===== src/rtl/muldiv_sequencer_pkg.sv =====
// Shared types and constants for the RV32M iterative multiply/divide unit.
// Imported by the EX-stage sequencer and its datapath.
package muldiv_sequencer_pkg;

   localparam int DATA_WIDTH = 32;
   localparam int CNT_WIDTH  = $clog2(DATA_WIDTH) + 1;

   localparam logic [6:0] OPCODE_OP     = 7'b0110011;
   localparam logic [6:0] FUNCT7_MULDIV = 7'b0000001;

   // Encoding equals funct3 of the M-extension instructions.
   typedef enum logic [2:0] {
      MD_MUL    = 3'd0,
      MD_MULH   = 3'd1,
      MD_MULHSU = 3'd2,
      MD_MULHU  = 3'd3,
      MD_DIV    = 3'd4,
      MD_DIVU   = 3'd5,
      MD_REM    = 3'd6,
      MD_REMU   = 3'd7
   } muldiv_op_e;

   typedef enum logic [1:0] {
      MD_IDLE = 2'd0,
      MD_CALC = 2'd1,
      MD_DONE = 2'd2
   } md_state_e;

   function automatic logic is_div_op(muldiv_op_e op);
      return op inside {MD_DIV, MD_DIVU, MD_REM, MD_REMU};
   endfunction

endpackage


===== src/rtl/muldiv_sequencer_datapath.sv =====
// Bit-serial multiply/divide datapath: shift-add multiplier and restoring divider
// sharing one accumulator, with sign correction applied to the final result.
module muldiv_datapath
   import muldiv_sequencer_pkg::*;
#(
   parameter int W = DATA_WIDTH
) (
   input  logic         clk,
   input  logic         rst_n,
   input  logic         load,
   input  logic         iterate,
   input  muldiv_op_e   op,
   input  logic [W-1:0] operand1,
   input  logic [W-1:0] operand2,
   output logic [W-1:0] result
);

   logic [2*W-1:0] acc_q;
   logic [W-1:0]   opb_q;
   logic [W-1:0]   rem_q;
   muldiv_op_e     op_q;
   logic           neg_q;

   logic           sa, sb, neg_d;
   logic [W-1:0]   mag_a, mag_b;
   logic [W:0]     mul_sum;
   logic [W:0]     div_shifted, div_trial;
   logic           qbit;
   logic [2*W-1:0] prod;
   logic [W-1:0]   quo, remv;

   always_comb begin
      sa    = (op inside {MD_MULH, MD_MULHSU, MD_DIV, MD_REM}) & operand1[W-1];
      sb    = (op inside {MD_MULH, MD_DIV, MD_REM}) & operand2[W-1];
      mag_a = sa ? -operand1 : operand1;
      mag_b = sb ? -operand2 : operand2;
      case (op)
         MD_MULH, MD_DIV: neg_d = sa ^ sb;
         MD_MULHSU, MD_REM: neg_d = sa;
         default: neg_d = 1'b0;
      endcase
   end

   // Multiply: add multiplicand into the upper half when the LSB is set, then shift right.
   // Divide: the dividend shifts out of acc[W-1] into the partial remainder.
   always_comb begin
      mul_sum     = {1'b0, acc_q[2*W-1:W]} + {1'b0, (acc_q[0] ? opb_q : {W{1'b0}})};
      div_shifted = {rem_q, acc_q[W-1]};
      div_trial   = div_shifted - {1'b0, opb_q};
      qbit        = ~div_trial[W];
   end

   always_ff @(posedge clk or negedge rst_n) begin
      if (!rst_n) begin
         acc_q <= '0;
         opb_q <= '0;
         rem_q <= '0;
         op_q  <= MD_MUL;
         neg_q <= 1'b0;
      end else if (load) begin
         acc_q <= {{W{1'b0}}, mag_a};
         opb_q <= mag_b;
         rem_q <= '0;
         op_q  <= op;
         neg_q <= neg_d;
      end else if (iterate) begin
         if (is_div_op(op_q)) begin
            rem_q <= qbit ? div_trial[W-1:0] : div_shifted[W-1:0];
            acc_q <= {acc_q[2*W-1:W], acc_q[W-2:0], qbit};
         end else begin
            acc_q <= {mul_sum, acc_q[W-1:1]};
         end
      end
   end

   always_comb begin
      prod = neg_q ? -acc_q : acc_q;
      quo  = neg_q ? -acc_q[W-1:0] : acc_q[W-1:0];
      remv = neg_q ? -rem_q : rem_q;
      case (op_q)
         MD_MUL:                       result = prod[W-1:0];
         MD_MULH, MD_MULHSU, MD_MULHU: result = prod[2*W-1:W];
         MD_DIV, MD_DIVU:              result = quo;
         default:                      result = remv;
      endcase
   end

endmodule


===== src/rtl/muldiv_sequencer.sv =====
// EX-stage sequencer for the iterative RV32M unit: accepts an M-op, stalls the
// front of the pipe while computing, and presents a one-cycle result pulse.
module muldiv_sequencer
   import muldiv_sequencer_pkg::*;
(
   input  logic                  clk,
   input  logic                  rst_n,
   input  logic                  start_i,
   input  logic                  flush_i,
   input  muldiv_op_e            op_i,
   input  logic [DATA_WIDTH-1:0] operand1_i,
   input  logic [DATA_WIDTH-1:0] operand2_i,
   output logic                  stall_o,
   output logic                  busy_o,
   output logic                  result_valid_o,
   output logic [DATA_WIDTH-1:0] result_o,
   output md_state_e             dbg_state_o
);

   // Handshake: start_i is sampled only in IDLE; a request is taken when
   // start_i=1 and flush_i=0 in that cycle, and result_valid_o pulses for
   // exactly one cycle with result_o final. There is no back-pressure.

   localparam logic [DATA_WIDTH-1:0] INT_MIN = {1'b1, {(DATA_WIDTH-1){1'b0}}};
   localparam logic [CNT_WIDTH-1:0]  CNT_LAST = CNT_WIDTH'(DATA_WIDTH - 1);

   md_state_e             state_q, state_d;
   logic [CNT_WIDTH-1:0]  cnt_q;
   logic                  fast_q;
   logic [DATA_WIDTH-1:0] fast_res_q;
   logic [DATA_WIDTH-1:0] result_q;

   logic                  accept, fast, div_zero, div_ovf, is_rem;
   logic                  dp_load, dp_iterate, done_ok;
   logic [DATA_WIDTH-1:0] fast_val, dp_result, final_res;

   assign accept = (state_q == MD_IDLE) & start_i & ~flush_i;

   // Divide-by-zero and signed overflow are resolved at accept, skipping CALC.
   always_comb begin
      is_rem   = op_i inside {MD_REM, MD_REMU};
      div_zero = (operand2_i == '0);
      div_ovf  = (op_i inside {MD_DIV, MD_REM}) & (operand1_i == INT_MIN) & (operand2_i == '1);
      fast     = is_div_op(op_i) & (div_zero | div_ovf);
      if (div_zero) fast_val = is_rem ? operand1_i : '1;
      else          fast_val = is_rem ? '0 : operand1_i;
   end

   always_ff @(posedge clk or negedge rst_n) begin
      if (!rst_n) begin
         state_q    <= MD_IDLE;
         cnt_q      <= '0;
         fast_q     <= 1'b0;
         fast_res_q <= '0;
         result_q   <= '0;
      end else begin
         state_q <= state_d;
         if (accept) begin
            cnt_q      <= '0;
            fast_q     <= fast;
            fast_res_q <= fast_val;
         end else if (state_q == MD_CALC) begin
            cnt_q <= cnt_q + 1'b1;
         end
         if (done_ok) result_q <= final_res;
      end
   end

   always_comb begin
      state_d = state_q;
      if (flush_i) begin
         state_d = MD_IDLE;
      end else begin
         case (state_q)
            MD_IDLE: if (accept) state_d = fast ? MD_DONE : MD_CALC;
            MD_CALC: if (cnt_q == CNT_LAST) state_d = MD_DONE;
            MD_DONE: state_d = MD_IDLE;
            default: state_d = MD_IDLE;
         endcase
      end
   end

   always_comb begin
      stall_o        = accept | ((state_q == MD_CALC) & ~flush_i);
      busy_o         = (state_q != MD_IDLE);
      done_ok        = (state_q == MD_DONE) & ~flush_i;
      result_valid_o = done_ok;
      dp_load        = accept;
      dp_iterate     = (state_q == MD_CALC) & ~flush_i;
      final_res      = fast_q ? fast_res_q : dp_result;
      result_o       = done_ok ? final_res : result_q;
      dbg_state_o    = state_q;
   end

   muldiv_datapath #(.W(DATA_WIDTH)) u_datapath (
      .clk      (clk),
      .rst_n    (rst_n),
      .load     (dp_load),
      .iterate  (dp_iterate),
      .op       (op_i),
      .operand1 (operand1_i),
      .operand2 (operand2_i),
      .result   (dp_result)
   );

endmodule


===== config.mk =====
export PLATFORM = sky130hd
export DESIGN_NAME = muldiv_sequencer
export DESIGN_NICKNAME = d
export VERILOG_FILES = /design/src/rtl/muldiv_sequencer_pkg.sv /design/src/rtl/muldiv_sequencer_datapath.sv /design/src/rtl/muldiv_sequencer.sv
export SDC_FILE = /design/constraint.sdc
export NUM_CORES = 1
export LEC_CHECK = 0
export CAP_MARGIN = 20
export CORE_MARGIN = 10
export CORE_UTILIZATION = 25
export DETAILED_ROUTE_END_ITERATION = 10
export GPL_TIMING_DRIVEN = 0
export PLACE_DENSITY = 0.49
export SLEW_MARGIN = 40
export SYNTH_ARGS = -nofsm -noshare
export SYNTH_HDL_FRONTEND = slang
export SYNTH_HIERARCHICAL = 1
export SYNTH_SLANG_ARGS = --single-unit

===== constraint.sdc =====
create_clock -name clk -period 7.9 [get_ports clk]
set_input_delay 0.79 -clock clk [delete_from_list [all_inputs] [get_ports clk]]
set_output_delay 0.79 -clock clk [all_outputs]
set_load 0.02 [all_outputs]

# Yosys cells after proc, flatten, opt, wreduce, memory -nomap -nowiden
# Index checks and enable logic that the tools add are counted.
[word_totals]
regBits = 205
input_bits = 71
elab_cells = 101
[op_classes]
addsub = 8
n_eq_ne = 21
n_mux = 27
bitwise_logic = 14
reduce_logical = 20
[op_table]
columns = ["operator", "n"]
rows = [
  ["$mux 32", 14],
  ["$mux 64", 4],
  ["$neg 32->32", 4],
  ["$pmux 32 s3", 1],
  ["$eq 32x32->1 const B", 2],
  ["$neg 64->64", 1],
  ["$add 32x32->33", 1],
  ["$sub 33x32->33", 1],
  ["$logic_not 32->1", 1],
  ["$eq 3x3->1 const B", 8],
  ["$mux 6", 2],
  ["$reduce_bool 2->1", 6],
  ["$reduce_bool 4->1", 3],
  ["$and 1x1->1", 9],
  ["$eq 3x2->1 const B", 3],
  ["$mux 2", 4],
  ["$add 6x1->6 const B", 1],
  ["$eq 3x1->1 const B", 2],
  ["$eq 6x5->1 const B", 1],
  ["$reduce_and 2->1", 3],
  ["$reduce_or 2->1", 3],
  ["$pmux 2 s2", 1],
  ["$logic_not 3->1", 1],
  ["$ne 3x2->1 const B", 1],
  ["11 further kinds", 13],
]

# Logic depth before layout (Yosys ltp)
[logic_depth]
word_depth = 10
depth_mapped = 15
ltp_nobuf = 13

# Hierarchy
# Netlist, hierarchy kept.
[by_module_without_submodules]
columns = ["module", "n_inst", "cells_each", "area_each_um2", "seq_area_each_um2"]
rows = [
  ["muldiv_datapath", 1, 1660, 12926.1, 3303.2],
  ["muldiv_sequencer", 1, 361, 3398.3, 1826.8],
]

# Least setup slack after synthesis
# Ideal clock, no wire load.
[synth_path]
path_type = "register to output"
start = "reg u_datapath.acc_q[1]"
end = "out result_o[29]"
t_arrival_ns = 3.729
required_time_ns = 7.110
path_slack_ns = 3.381
stages_incl_launch_ff = 12
path_cell_list = "dfrtp_1 -> or4_4 -> or4_4 -> nand4b_4 -> nand3b_4 -> or3b_4 -> or4_4 -> o41ai_2 -> xor2_1 -> o221ai_1 -> mux2i_1 -> a21oi_1"
[synth_via]
elab_chain_cells = 5
[synth_rtl]
columns = ["item", "line", "rtl"]
rows = [
  ["start, declared", "muldiv_sequencer_datapath.sv:18", "logic [2*W-1:0] acc_q;"],
  ["start signal, assigned", "muldiv_sequencer_datapath.sv:61", "acc_q <= {{W{1'b0}}, mag_a};"],
  ["start signal, assigned", "muldiv_sequencer_datapath.sv:69", "acc_q <= {acc_q[2*W-1:W], acc_q[W-2:0], qbit};"],
  ["start signal, assigned", "muldiv_sequencer_datapath.sv:71", "acc_q <= {mul_sum, acc_q[W-1:1]};"],
  ["$neg 64->64 / $neg 32->32 (equally long branches)", "muldiv_sequencer_datapath.sv:77, muldiv_sequencer_datapath.sv:78", ""],
  ["$mux 64 / $mux 32 (equally long branches)", "muldiv_sequencer_datapath.sv:77, muldiv_sequencer_datapath.sv:78", ""],
  ["$pmux 32 s3 *", "muldiv_sequencer_datapath.sv:80", "case (op_q)"],
  ["named net dp_result[29]", "muldiv_sequencer.sv:35", "logic [DATA_WIDTH-1:0] fast_val, dp_result, final_res;"],
  ["$mux 32 *", "muldiv_sequencer.sv:90", "final_res = fast_q ? fast_res_q : dp_result;"],
  ["$mux 32 *", "--", ""],
  ["end, declared", "muldiv_sequencer.sv:16", "output logic [DATA_WIDTH-1:0] result_o,"],
]
# The timed path passes the listed nets; every way through them passes the cells marked *.

# Final worst setup path
[layout_path]
start = "reg u_datapath.acc_q[0]"
end = "out result_o[28]"
# Same word-level chain as after synthesis.

==> run summary <==
nets: 2302
1st-pass router iterations: 5
cells taking the most area after synthesis: dfrtp_1 31%, a21oi_1 7.0%, nor2_1 5.9%, xnor2_1 5.6%, xor2_1 5.4%
Fin Clk Skew: 0.00846 ns
Mapped Cells: 2021
post-route cell area: 19400 um2
CP Data Arrival Time: 6.06 ns
Sw Share: 48.0%
Pleak: 8.04 nW
post-detail-place hpwl: 55100 um
Final Hold Vio Count: 0
Yosys cell types: 85
GRT Util Overall: 17.6%
period utilization: 86.8%
maximum clock frequency: 0.146 GHz
reg-to-reg startpoint: u_datapath/acc_q[0]
synth-to-layout area growth: 19.1%
hold buffers post-CTS: 0
Reg clk slew, reported paths: 0.06 ns
site row count: 93
sw power: 3.17 mW
fin. max-slew vios: 0
Via density: 5.30
Reg power frac: 27.8%
yosys warns: 6
antenna-violating nets left: 0
worst skew pair latency: 0.57 ns
vias in the first global route: 15700
gr ovfl total: 0
most frequent cell after synthesis: nor2_1
Logic pwr share: 53.6%
area fraction of the dominant cell type after synthesis: 31.4%
DR WL/cell: 22.5 um
setup violators final: 0
critical path required time: 7.11 ns
Critical R2R Capture: result_q[28]
WS Path Type: flip-flop to output pin
Crit Path Max Fanout: 10
most common library cells after synthesis: 255 x nor2_1, 227 x a21oi_1, 205 x dfrtp_1
Clk pwr share: 18.7%
DRC: 0
cell taking the most area after synthesis: dfrtp_1
number of H-tree levels: 1
first-pass GRT wire length: 102000 um
CP Depth: 14
routed vias: 16100
Synth async-reset ratio: 100%
syn avg cell area: 8.08 um2
Syn Nets: 2163
PwrDens: 340 nW/um2
Maximum Capacitance Violations: 0
Initial Util: 25.3%
reg2reg path depth: 13
Port Buffer Count: 107
TritonCTS Sinks: 205
Routed WL: 68400 um
CP top delay family: simple AND/OR/NAND/NOR gates
CP Capture Type: output pin
chip width: 276 um
Critical Path Source Type: flip-flop
Die Area: 75900 um2
Post-synth EDFFs: 0
clk buf depth: 3
Synth Register Bits: 205
crit-path cells: inv_1, buf_1, ha_1, or3b_2, nor4_1, nand3_1, nor2_1, nand4_1, nor4_1, a21oi_1, o21ai_0, mux2i_1, a21oi_1, clkdlybuf4s50_1
worst min-delay path class: input port to async pin
Cell Int Power: 3.44 mW
Total Power: 6.61 mW
initial antenna violation count: 3
initial DRC count: 1483
Final min period: 6.85 ns
Multi-input gate area: 10500 um2
worst slew pin tran: 0.885 ns
outcome: complete, no violations
Root Driver: clkbuf_16
Setup Slack @ Placement: 1.69 ns
largest net degree at the start of global routing: 67
clock tree from TritonCTS: built
WP buf/inv: 3
max_slew headroom: 40.5%
min setup slack post-route: 1.05 ns
post-synthesis cell area: 16300 um2
FF/Latch Area: 5130 um2
ys flop type: dfrtp_1
fraction of the yosys area taken by sequential cells: 31.4%
peak supply drop: 0.158 mV
Layout fillers: 6905
GPL Wtd Cong: 0.958
# IOs: 108
CTS buffer count: 27
post_cts resized: 0
Setup Buffers After CTS: 0
Placed Area: 18600 um2
crit-path max cell delay: 0.65 ns
chip height: 276 um
RSZ-0062 raised after global routing: false
slowest cell on the critical path: clkdlybuf4s50_1
core area: 64600 um2
worst reg-to-reg setup slack: 2.96 ns
proportion of layout cells with a drive suffix above 1: 4.36%
metrics by stage:
step	hold slack, ns	instances	util (%)	TNS, ns
final	0.0997	3037	30.1	0
after global routing	0.117	3035	30.1	0
after CTS	0.0981	3035	30.1	0
after detailed placement	0.511	2986	28.7	0
after global placement	0.505	2983	28.6	-679.41
after floorplan	0.489	2021	-	0
state kept, by name, indices dropped and copies added, names as in the netlist:
signal / cells
u_datapath/rem_q: 32
fast_res_q: 32
cnt_q: 6
u_datapath/op_q: 3
fast_q: 1
u_datapath/acc_q: 64
dbg_state_o: 2
u_datapath/neg_q: 1
result_q: 32
u_datapath/opb_q: 32
how the worst max path moves through the flow:
stage                              from              endpoint  slack [ns]
floorplan           u_datapath/acc_q[1]          result_o[29]        3.38
global placement                  rst_n  u_datapath/opb_q[13]       -3.35
detailed placement  u_datapath/acc_q[0]          result_o[28]        1.69
CTS                 u_datapath/acc_q[0]          result_o[28]        1.06
global route        u_datapath/acc_q[0]          result_o[28]        0.66
finish              u_datapath/acc_q[0]          result_o[28]        1.05
final cells by class:
type,count,area share [%]
clock buffer,35,3.73
tap,855,5.50
sequential,205,26.4
timing repair buffer,110,5.96
clock inverter,14,0.759
antenna,2,0.0257
buffer,112,2.30
multi-input combinational,1642,54.1
inverter,62,1.20
cell families (layout without fill, tap and decap cells):
logic type	count (synthesis)	in the layout	share of synthesized area, %
XOR/XNOR	205	205	11.0
multiplexers	91	91	5.60
other	0	2	0
adder cells (fa/ha/maj)	71	71	5.53
AO/OA/AOI/OAI	607	607	23.0
buffers and inverters	174	333	4.12
flip-flops	205	205	31.4
AND/OR/NAND/NOR	668	668	19.3
cells in the final DEF, fill, tap and decap left out, types with 28 or more instances in the layout:
| cell type | count |
|---|---|
| clkdlybuf4s50_1 | 106 |
| nor2_1 | 255 |
| o21ai_0 | 140 |
| dfrtp_1 | 205 |
| nor4_1 | 28 |
| mux2i_1 | 88 |
| clkbuf_1 | 88 |
| xnor2_1 | 104 |
| o31ai_1 | 41 |
| ha_1 | 69 |
| nand2_1 | 191 |
| xor2_1 | 101 |
| inv_1 | 60 |
| a21o_1 | 39 |
| a21oi_1 | 227 |
per-layer routing:
| metal | up-vias | wire length, um | global-route usage [%] |
|---|---|---|---|
| met5 | - | 12 | 0 |
| met2 | 512 | 32100 | 28.7 |
| met1 | 7948 | 30000 | 23.1 |
| met4 | 2 | 1580 | 4.60 |
| met3 | 78 | 4800 | 3.83 |
| li1 | 7568 | - | - |
power by group through the flow:
stage               logic, mW  clock network, mW  registers (mW)
floorplan                2.32                  0            1.69
global placement         3.49                  0            1.84
detailed placement       3.51                  0            1.84
CTS                      3.53               1.27            1.83
global route             3.87               1.31            1.88
finish                   3.54               1.24            1.84
(Power assumes the default switching activity.)
